==> src/rtl/tlc_pkg.sv <==
// -----------------------------------------------------------------------------
// tlc_pkg
// Shared definitions for the multi-direction traffic-light sequencer.
//   STATE_W   : width of the phase/state encoding
//   phase_t   : phase encoding (ALL_RED=00, GREEN=01, YELLOW=10; 11 unused)
//   phase_dur : dwell length in clock cycles of a given phase
// -----------------------------------------------------------------------------
package tlc_pkg;

   localparam int STATE_W = 2;

   typedef enum logic [STATE_W-1:0] {
      ALL_RED = 2'b00,
      GREEN   = 2'b01,
      YELLOW  = 2'b10
   } phase_t;

   // Anything that is not GREEN or YELLOW dwells as ALL_RED, which also covers
   // the unused encoding when it is forced back to ALL_RED.
   function automatic int phase_dur(input logic [STATE_W-1:0] ph,
                                    input int green_c,
                                    input int yellow_c,
                                    input int allred_c);
      case (ph)
         GREEN:   return green_c;
         YELLOW:  return yellow_c;
         default: return allred_c;
      endcase
   endfunction

endpackage

==> src/rtl/multi_dir_traffic_ctrl_if.sv <==
// -----------------------------------------------------------------------------
// multi_dir_traffic_ctrl_if
// Lamp/handshake bundle of the traffic-light sequencer.
//   enable     : count enable (slave drives)
//   flash      : flashing-yellow request, only with TLC_FLASH_MODE_EN defined
//   red/yellow/green : per-direction lamps (master drives)
//   state      : current phase, active_dir : direction being served
//   phase_done : pulse on the last cycle of every phase
// Modports: master = controller side, slave = surrounding logic side.
// -----------------------------------------------------------------------------
interface multi_dir_traffic_ctrl_if #(
   parameter int NUM_DIR = 4
);
   import tlc_pkg::*;

   localparam int DIR_W = $clog2(NUM_DIR);

   logic                 enable;
`ifdef TLC_FLASH_MODE_EN
   logic                 flash;
`endif
   logic [NUM_DIR-1:0]   red;
   logic [NUM_DIR-1:0]   yellow;
   logic [NUM_DIR-1:0]   green;
   logic [STATE_W-1:0]   state;
   logic [DIR_W-1:0]     active_dir;
   logic                 phase_done;

   modport master (
      input  enable,
`ifdef TLC_FLASH_MODE_EN
      input  flash,
`endif
      output red, yellow, green, state, active_dir, phase_done
   );

   modport slave (
      output enable,
`ifdef TLC_FLASH_MODE_EN
      output flash,
`endif
      input  red, yellow, green, state, active_dir, phase_done
   );

endinterface

==> src/rtl/tlc_dwell_timer.sv <==
// -----------------------------------------------------------------------------
// tlc_dwell_timer
// Down-counting phase dwell timer.
//   clk, reset : clock, asynchronous active-high reset (counter -> RESET_VAL)
//   load       : load load_val (takes priority over counting)
//   load_val   : value loaded on phase entry (duration - 1)
//   en         : decrement by one while non-zero
//   cnt        : current count
//   expired    : count is zero (last cycle of the phase when counting)
// -----------------------------------------------------------------------------
module tlc_dwell_timer #(
   parameter int               CNT_W     = 4,
   parameter logic [CNT_W-1:0] RESET_VAL = '0
) (
   input  logic             clk,
   input  logic             reset,
   input  logic             load,
   input  logic [CNT_W-1:0] load_val,
   input  logic             en,
   output logic [CNT_W-1:0] cnt,
   output logic             expired
);

   logic [CNT_W-1:0] cnt_reg;

   always_ff @(posedge clk or posedge reset) begin
      if (reset) begin
         cnt_reg <= RESET_VAL;
      end else if (load) begin
         cnt_reg <= load_val;
      end else if (en && (cnt_reg != '0)) begin
         cnt_reg <= cnt_reg - 1'b1;
      end
   end

   assign cnt     = cnt_reg;
   assign expired = (cnt_reg == '0);

endmodule

==> src/rtl/multi_dir_traffic_ctrl.sv <==
// -----------------------------------------------------------------------------
// multi_dir_traffic_ctrl
// Round-robin traffic-light sequencer: each direction gets GREEN -> YELLOW ->
// ALL_RED, then service moves to the next direction.
//   clk   : system clock (rising edge)
//   reset : asynchronous active-high reset
//   bus   : multi_dir_traffic_ctrl_if.master (enable in; lamps, state,
//           active_dir, phase_done out)
// Optional feature macro: TLC_FLASH_MODE_EN adds bus.flash (all-yellow flashing
// with the sequencer frozen; leaves through a full ALL_RED phase).
// -----------------------------------------------------------------------------
module multi_dir_traffic_ctrl
   import tlc_pkg::*;
#(
   parameter  int NUM_DIR       = 4,
   parameter  int GREEN_CYCLES  = 8,
   parameter  int YELLOW_CYCLES = 3,
   parameter  int ALLRED_CYCLES = 2,
   localparam int MAX_GY        = (GREEN_CYCLES > YELLOW_CYCLES) ? GREEN_CYCLES : YELLOW_CYCLES,
   localparam int MAX_DUR       = (MAX_GY > ALLRED_CYCLES) ? MAX_GY : ALLRED_CYCLES,
   localparam int CNT_W         = $clog2(MAX_DUR) + 1,
   localparam int DIR_W         = $clog2(NUM_DIR)
) (
   input  logic                    clk,
   input  logic                    reset,
   multi_dir_traffic_ctrl_if.master bus
);

   logic [STATE_W-1:0] state_reg, state_next;
   logic [DIR_W-1:0]   dir_reg, dir_next;
   logic [NUM_DIR-1:0] red_reg, yellow_reg, green_reg;
   logic [NUM_DIR-1:0] red_next, yellow_next, green_next;
   logic [NUM_DIR-1:0] dir_hit;
   logic [CNT_W-1:0]   cnt, load_val;
   logic               expired, load, run;
   logic               flash_in, flash_mode, flash_tog, tog_next, flash_exit;

`ifdef TLC_FLASH_MODE_EN
   // flash_mode mirrors whether the lamps currently show the flash pattern.
   assign flash_in = bus.flash;

   always_ff @(posedge clk or posedge reset) begin
      if (reset) begin
         flash_mode <= 1'b0;
         flash_tog  <= 1'b0;
      end else begin
         flash_mode <= flash_in;
         flash_tog  <= flash_in ? tog_next : 1'b0;
      end
   end
`else
   assign flash_in   = 1'b0;
   assign flash_mode = 1'b0;
   assign flash_tog  = 1'b0;
`endif

   // First flashing cycle shows yellow off, then it alternates.
   assign tog_next   = flash_mode ? ~flash_tog : 1'b0;
   assign flash_exit = flash_mode & ~flash_in;
   // Flash overrides enable: the timer only runs outside flash.
   assign run        = bus.enable & ~flash_in;

   tlc_dwell_timer #(
      .CNT_W     (CNT_W),
      .RESET_VAL (CNT_W'(ALLRED_CYCLES - 1))
   ) u_timer (
      .clk      (clk),
      .reset    (reset),
      .load     (load),
      .load_val (load_val),
      .en       (run),
      .cnt      (cnt),
      .expired  (expired)
   );

   assign load_val = CNT_W'(phase_dur(state_next, GREEN_CYCLES, YELLOW_CYCLES, ALLRED_CYCLES) - 1);

   // State register (lamps are registered alongside so they change with state).
   always_ff @(posedge clk or posedge reset) begin
      if (reset) begin
         state_reg  <= ALL_RED;
         dir_reg    <= '0;
         red_reg    <= '1;
         yellow_reg <= '0;
         green_reg  <= '0;
      end else begin
         state_reg  <= state_next;
         dir_reg    <= dir_next;
         red_reg    <= red_next;
         yellow_reg <= yellow_next;
         green_reg  <= green_next;
      end
   end

   // Next-state logic.
   always_comb begin
      state_next = state_reg;
      dir_next   = dir_reg;
      load       = 1'b0;
      if (!flash_in) begin
         if (flash_exit) begin
            state_next = ALL_RED;
            load       = 1'b1;
         end else begin
            case (state_reg)
               ALL_RED: if (run && expired) begin
                  state_next = GREEN;
                  load       = 1'b1;
               end
               GREEN: if (run && expired) begin
                  state_next = YELLOW;
                  load       = 1'b1;
               end
               YELLOW: if (run && expired) begin
                  state_next = ALL_RED;
                  load       = 1'b1;
                  dir_next   = (dir_reg == DIR_W'(NUM_DIR - 1)) ? '0 : dir_reg + 1'b1;
               end
               default: begin
                  // Unused encoding: recover to ALL_RED, keep the direction.
                  state_next = ALL_RED;
                  load       = 1'b1;
               end
            endcase
         end
      end
   end

   generate
      for (genvar gi = 0; gi < NUM_DIR; gi++) begin : g_dir_hit
         assign dir_hit[gi] = (dir_next == DIR_W'(gi));
      end
   endgenerate

   // Output decode of the upcoming state into the lamp registers.
   always_comb begin
      red_next    = '1;
      yellow_next = '0;
      green_next  = '0;
      if (flash_in) begin
         red_next    = '0;
         yellow_next = {NUM_DIR{tog_next}};
      end else begin
         case (state_next)
            GREEN: begin
               red_next   = ~dir_hit;
               green_next = dir_hit;
            end
            YELLOW: begin
               red_next    = ~dir_hit;
               yellow_next = dir_hit;
            end
            default: ;
         endcase
      end
   end

   assign bus.red        = red_reg;
   assign bus.yellow     = yellow_reg;
   assign bus.green      = green_reg;
   assign bus.state      = state_reg;
   assign bus.active_dir = dir_reg;
   // Marks the cycle whose edge ends the phase, so it must follow enable live;
   // it stays low while flashing and on the cycle leaving flash.
   assign bus.phase_done = (cnt == '0) & bus.enable & ~flash_in & ~flash_mode;

endmodule

==> src/flat_wrapper.sv <==
// flat-port wrapper written by rule: the top's interface ports become plain ports
module multi_dir_traffic_ctrl_flat import tlc_pkg::*;
#(
   parameter  int NUM_DIR       = 4,
   parameter  int GREEN_CYCLES  = 8,
   parameter  int YELLOW_CYCLES = 3,
   parameter  int ALLRED_CYCLES = 2,
   localparam int MAX_GY        = (GREEN_CYCLES > YELLOW_CYCLES) ? GREEN_CYCLES : YELLOW_CYCLES,
   localparam int MAX_DUR       = (MAX_GY > ALLRED_CYCLES) ? MAX_GY : ALLRED_CYCLES,
   localparam int CNT_W         = $clog2(MAX_DUR) + 1,
   localparam int DIR_W         = $clog2(NUM_DIR)
)
  (clk, reset, bus_enable, bus_red, bus_yellow, bus_green, bus_state, bus_active_dir, bus_phase_done);
  multi_dir_traffic_ctrl_if #(.NUM_DIR(NUM_DIR)) bus_i ();
  input  logic clk;
  input  logic reset;
  input wire logic [$bits(bus_i.enable)-1:0] bus_enable;
  output wire logic [$bits(bus_i.red)-1:0] bus_red;
  output wire logic [$bits(bus_i.yellow)-1:0] bus_yellow;
  output wire logic [$bits(bus_i.green)-1:0] bus_green;
  output wire logic [$bits(bus_i.state)-1:0] bus_state;
  output wire logic [$bits(bus_i.active_dir)-1:0] bus_active_dir;
  output wire logic [$bits(bus_i.phase_done)-1:0] bus_phase_done;
  assign bus_i.enable = bus_enable;
  assign bus_red = bus_i.red;
  assign bus_yellow = bus_i.yellow;
  assign bus_green = bus_i.green;
  assign bus_state = bus_i.state;
  assign bus_active_dir = bus_i.active_dir;
  assign bus_phase_done = bus_i.phase_done;
  multi_dir_traffic_ctrl #(.NUM_DIR(NUM_DIR), .GREEN_CYCLES(GREEN_CYCLES), .YELLOW_CYCLES(YELLOW_CYCLES), .ALLRED_CYCLES(ALLRED_CYCLES)) u_core (.clk(clk), .reset(reset), .bus(bus_i));
endmodule
==> config.mk <==
export PLATFORM = sky130hd
export DESIGN_NAME = multi_dir_traffic_ctrl_flat
export DESIGN_NICKNAME = d
export VERILOG_FILES = /design/src/rtl/tlc_pkg.sv /design/src/rtl/multi_dir_traffic_ctrl_if.sv /design/src/rtl/tlc_dwell_timer.sv /design/src/rtl/multi_dir_traffic_ctrl.sv /design/src/flat_wrapper.sv
export SDC_FILE = /design/constraint.sdc
export NUM_CORES = 1
export LEC_CHECK = 0
export CAP_MARGIN = 30
export CORE_MARGIN = 2
export CORE_UTILIZATION = 54
export CTS_CLUSTER_DIAMETER = 100
export DETAILED_ROUTE_END_ITERATION = 10
export DONT_BUFFER_PORTS = 1
export PLACE_DENSITY = 0.82
export SYNTH_ARGS = -nofsm -noshare
export SYNTH_HDL_FRONTEND = slang
export SYNTH_SLANG_ARGS = --single-unit
==> constraint.sdc <==
create_clock -name clk -period 2.3 [get_ports clk]
set_input_delay 0.575 -clock clk [delete_from_list [all_inputs] [get_ports clk]]
set_output_delay 0.575 -clock clk [all_outputs]
set_load 0.05 [all_outputs]
## Word-level counts from Yosys, hierarchy flattened

Index checks and enable logic that the tools add are counted.

- Bits in registers: 20
- Input bits: 3
- Output and inout port bits: 17
- Word-level logic and storage cells: 43

- $add $sub $neg: 3
- Eq/ne operators: 8
- Mux-type cells: 15
- Bitwise logic cells: 2
- Reduce and logical (&&, ||, !) cells: 9

Operators by type and width:

| kind | count |
|---|---|
| 4-bit 2-to-1 mux | 5 |
| 2-bit 2-to-1 mux | 6 |
| 2-bit == test, second input constant | 5 |
| 4-bit one-hot mux with 2 select lines | 1 |
| 2-bit by 1-bit == test with 1-bit output, second input constant | 3 |
| 2-bit one-hot mux with 3 select lines | 1 |
| 2-bit logical NOT | 2 |
| 4-bit logical NOT | 1 |
| 4-bit inverter | 1 |
| 4-bit nonzero test | 1 |
| 4-bit by 1-bit subtractor with 4-bit output, second input constant | 1 |
| 4-bit by 2-bit subtractor with 4-bit output, second input constant | 1 |
| 3-bit OR reduction | 1 |
| 2-bit by 1-bit adder with 2-bit output, second input constant | 1 |
| 1-bit logical AND | 2 |
| 1-bit 2-to-1 mux | 2 |
| 2-bit nonzero test | 1 |
| 2-bit OR reduction | 1 |
| 1-bit AND | 1 |

## Longest topological paths before layout

- Depth in word-level cells: 8
- Mapped depth: 9
- Mapped depth without buffers: 9

## Modules after synthesis

From an unflattened synthesis, not the netlist that was laid out.

- Cell total of the unflattened synthesis: 93
- Area, all modules: 1006.0 µm²

Modules (own cells, without submodules):

| module | instances | cells an instance | area each (µm²) |
|---|---|---|---|
| multi_dir_traffic_ctrl | 1 | 65 | 743.2 |
| tlc_dwell_timer | 1 | 28 | 262.8 |

## Worst setup path before layout

No wires, ideal clock.

- Kind: flip-flop to flip-flop
- From: register u_core.u_timer.cnt_reg[0], in the netlist u_core.u_timer.cnt[0]
- To: register u_core.red_reg[0], in the netlist u_core.bus.red[0]
- Setup time: 83 ps
- Data arrival time: 2722 ps
- Data required time: 2217 ps
- Slack: -506 ps
- Stages on the path, launching flop included: 10
- Period minus slack after synthesis: 2806 ps
- Cell sequence: dfstp_2 -> inv_1 -> ha_1 -> nand4bb_1 -> clkinv_1 -> xnor2_1 -> or2_2 -> ha_1 -> or3_1 -> o32a_1

- Longest elaborated chain between the ends: 7
- Elaborated cells between the ends (all ways): 14
- Those cells by class: eq/ne: 2; mux: 7; bitwise: 1; reduce/logical: 4

RTL lines:

| item | RTL line | RTL |
|---|---|---|
| start, declared | tlc_dwell_timer.sv:24 | `logic [CNT_W-1:0] cnt_reg;` |
| start signal, assigned | tlc_dwell_timer.sv:30 | `cnt_reg <= load_val;` |
| start signal, assigned | tlc_dwell_timer.sv:32 | `cnt_reg <= cnt_reg - 1'b1;` |
| 4-bit logical NOT (*) | tlc_dwell_timer.sv:37 | `assign expired = (cnt_reg == '0);` |
| 1-bit logical AND (*) | multi_dir_traffic_ctrl.sv:106, multi_dir_traffic_ctrl.sv:110, multi_dir_traffic_ctrl.sv:114 |  |
| 2-bit 2-to-1 mux, on equally long branches | multi_dir_traffic_ctrl.sv:114, multi_dir_traffic_ctrl.sv:106, multi_dir_traffic_ctrl.sv:110 |  |
| 2-bit one-hot mux with 3 select lines / 2-bit 2-to-1 mux (equally long branches) | multi_dir_traffic_ctrl.sv:105 | `case (state_reg)` |
| 2-bit == test, or another cell as far along | multi_dir_traffic_ctrl.sv:144 | `case (state_next)` |
| 2-bit OR reduction (no line) / 4-bit inverter (equally long branches) | -- |  |
| 4-bit 2-to-1 mux (*) | -- |  |
| named net u_core.red_next[0] | multi_dir_traffic_ctrl.sv:32 | `logic [NUM_DIR-1:0] red_next, yellow_next, green_next;` |
| end signal, assigned | multi_dir_traffic_ctrl.sv:89 | `red_reg <= red_next;` |
| end, declared | multi_dir_traffic_ctrl.sv:31 | `logic [NUM_DIR-1:0] red_reg, yellow_reg, green_reg;` |

Mark *: on every way through the listed nets, which the timed path passes. The rest lies on a longest branch.
A chain may end at the register's enable or synchronous reset.

## Final worst setup path

Ends and elaborated chain as after synthesis.

==> results.tsv <==
metric	value	unit
ant_nets	0	
finalInstanceArea	1230	um2
synthesis.instances	103	
gp_congestion	0.9070	
ir_worst_vdd	738.4	uV
die-width	48.25	um
fillers	143	
fp.coreArea	1902	um2
viasPerCell	6.203	
drt_iter0_drc	13	
grt_usage	22.10	%
placed_cells	134	
clock_latency	300	ps
clk_pin_slew	120	ps
maxCapViolCount	0	
syn_area_per_cell	10.26	um2
cts_setup_buffers	0	
cts.sinks	20	
initial_core_util	55.59	%
reg2reg_depth	9	
grt_pass1_wl	3560	um
num_antenna_cells	0	
crit_path_top_delay_cell	dfstp_2	
crit_chain	inv_1, ha_2, nand4bb_4, clkinv_4, xnor2_2, or2_4, ha_4, or3_1, o32a_1	
cts_max_level	1	
p_leak	0.0005359	uW
postSynth.asyncResetShare	100.0	%
fin_total_pwr	1232	uW
final_cell_mix	dfrtp_1 (15), nand2_1 (9), buf_4 (8)	
drive_gt1_share	25.23	%
routedWlPerCell	15.84	um
clock.fmax	453.3	MHz
outcome	complete, no violations	
wl	2186	um
num_vias	856	
firstDrtPassIters	4	
io-pin-count	20	
fin_util	64.67	%
ys.flop_type	dfrtp_1	
r2r_start	u_core.u_timer.cnt[0]	
crit_fanout	7	
r2r-end	u_core.bus.red[0]	
drc	0	
synth-edff-count	0	
final_common_cell	dfrtp_1	
grt_max_degree	21	
pwr_density_cell	1002	nW/um2
hold_class	input port to async pin	
grt_antenna_before_repair	0	
rows	16	
die_h	48.25	um
netlist_area	1057	um2
grt_pass1_vias	785	
finalHoldViolCount	0	
dieArea	2328	um2
tightest_slew	729.9	ps
place_area	1159	um2
cpPeakStageDelay	570	ps
cts_hold_buffers	0	
synth_nets	112	
ys_ff_latch	20	
rsz0062_at_grt	no	
cts_tree	yes	
nNetsFinal	121	
criticalPathCategory	flop to flop	
required	2550	ps
fin_crit	2206	ps
root_buffer	clkbuf_4	
critPathCaptureType	flop	
rrSetupSlack	90	ps
port_buffers	0	
crit_arrival	2450	ps
overflow	0	
cts_buffer_depth	2	
final_cells	138	
areaGrowthSynthToFinish	16.33	%
skew	2.547	ps
hpwl	1568	um
finalMaxSlewViolations	0	
cp-start-kind	flop	
cts_made_buffers	3	
final-setup-viol-count	0	
slew_headroom	51.28	%
period_share	95.92	%
yosysUniqueCellTypes	39	
yosys_warnings	0	
ys_seq_area_share	47.93	%
## area by class of cell
type	instances	area, um2	share of cell area [%]
Timing Repair Buffer	8	60.06	4.883
Clock buffer	3	22.52	1.831
Tap cell	27	33.78	2.747
Sequential cell	20	506.7	41.20
Inverter	7	31.28	2.543
Multi-Input combinational cell	72	545.5	44.35
Clock inverter	1	30.03	2.442
## kinds of logic after synthesis
kind of cell    Yosys count  share of synthesized area (%)
buf+inv                  11                          4.378
fa+ha+maj                 6                          7.100
xor+xnor                  1                         0.8286
simple gates             36                          19.17
mux                       2                          2.012
compound gates           27                          18.58
flops                    20                          47.93
## layer usage
| layer | vias to the layer above | part of all wire, % | track usage (%) |
|---|---|---|---|
| met1 | 405 | 47 | 31.35 |
| met2 | 50 | 42 | 30.79 |
| li1 | 390 | - | - |
| met4 | 0 | 4.1 | 12.97 |
| met3 | 11 | 6.5 | 4.444 |
| met5 | - | 0 | 0 |
## per-stage QoR
stage | TNS (ps) | setup slack (ps) | hold slack, ps
after floorplan | 0 | 5.151 | 498.0
after global placement | 0 | 55.36 | 514.8
after detailed placement | -22.68 | -22.68 | 543.6
after CTS | 0 | 57.88 | 281.4
after global routing | 0 | 7.252 | 327.1
final | 0 | 93.76 | 264.7
## Yosys cell counts, drive strengths merged, types with 3 or more instances
cell	count	share of area [%]
o32ai	4	3.3
a21oi	5	2.4
o21ai	5	2.4
a21o	3	2.1
nand2	9	3.2
nor2	5	2.5
nor2b	5	3.0
inv	6	2.1
nand3	3	1.4
ha	6	7.1
dfstp	5	12
dfrtp	15	36
## worst max-delay path: cells and delay by family, from the launching register on
| family | cells | cell delay [ps] |
|---|---|---|
| buffers and inverters | 2 | 140 |
| and+or+nand+nor | 3 | 680 |
| DFF | 1 | 570 |
| xor gates and xnor gates | 1 | 130 |
| AOI/OAI and AO/OA | 1 | 170 |
| adders and majority gates | 2 | 460 |
## how the worst max path moves through the flow
stage / start / endpoint / slack [ps] / depth (start not counted)
finish: u_core.u_timer.cnt[0] / u_core.bus.red[0] / 90 / 9
detailed placement: u_core.u_timer.cnt[0] / u_core.bus.red[0] / -20 / 9
global placement: u_core.u_timer.cnt[0] / u_core.bus.red[0] / 60 / 9
CTS: u_core.u_timer.cnt[0] / u_core.bus.red[0] / 60 / 9
floorplan: u_core.u_timer.cnt[0] / u_core.bus.red[0] / 5 / 9
global route: u_core.u_timer.cnt[0] / u_core.bus.red[0] / 7 / 9
## power breakdown
part / total, uW / internal (uW) / switching (uW)
registers: 564 / 419 / 144
clock network: 288 / 176 / 112
logic: 380 / 186 / 194
## timing repair
item	in CTS	in global routing
pin swaps	0	1
gates resized for setup	1	1
endpoints found under the setup margin	1	1
hold endpoints to repair	0	0
Power figures use the tool's default switching activity.
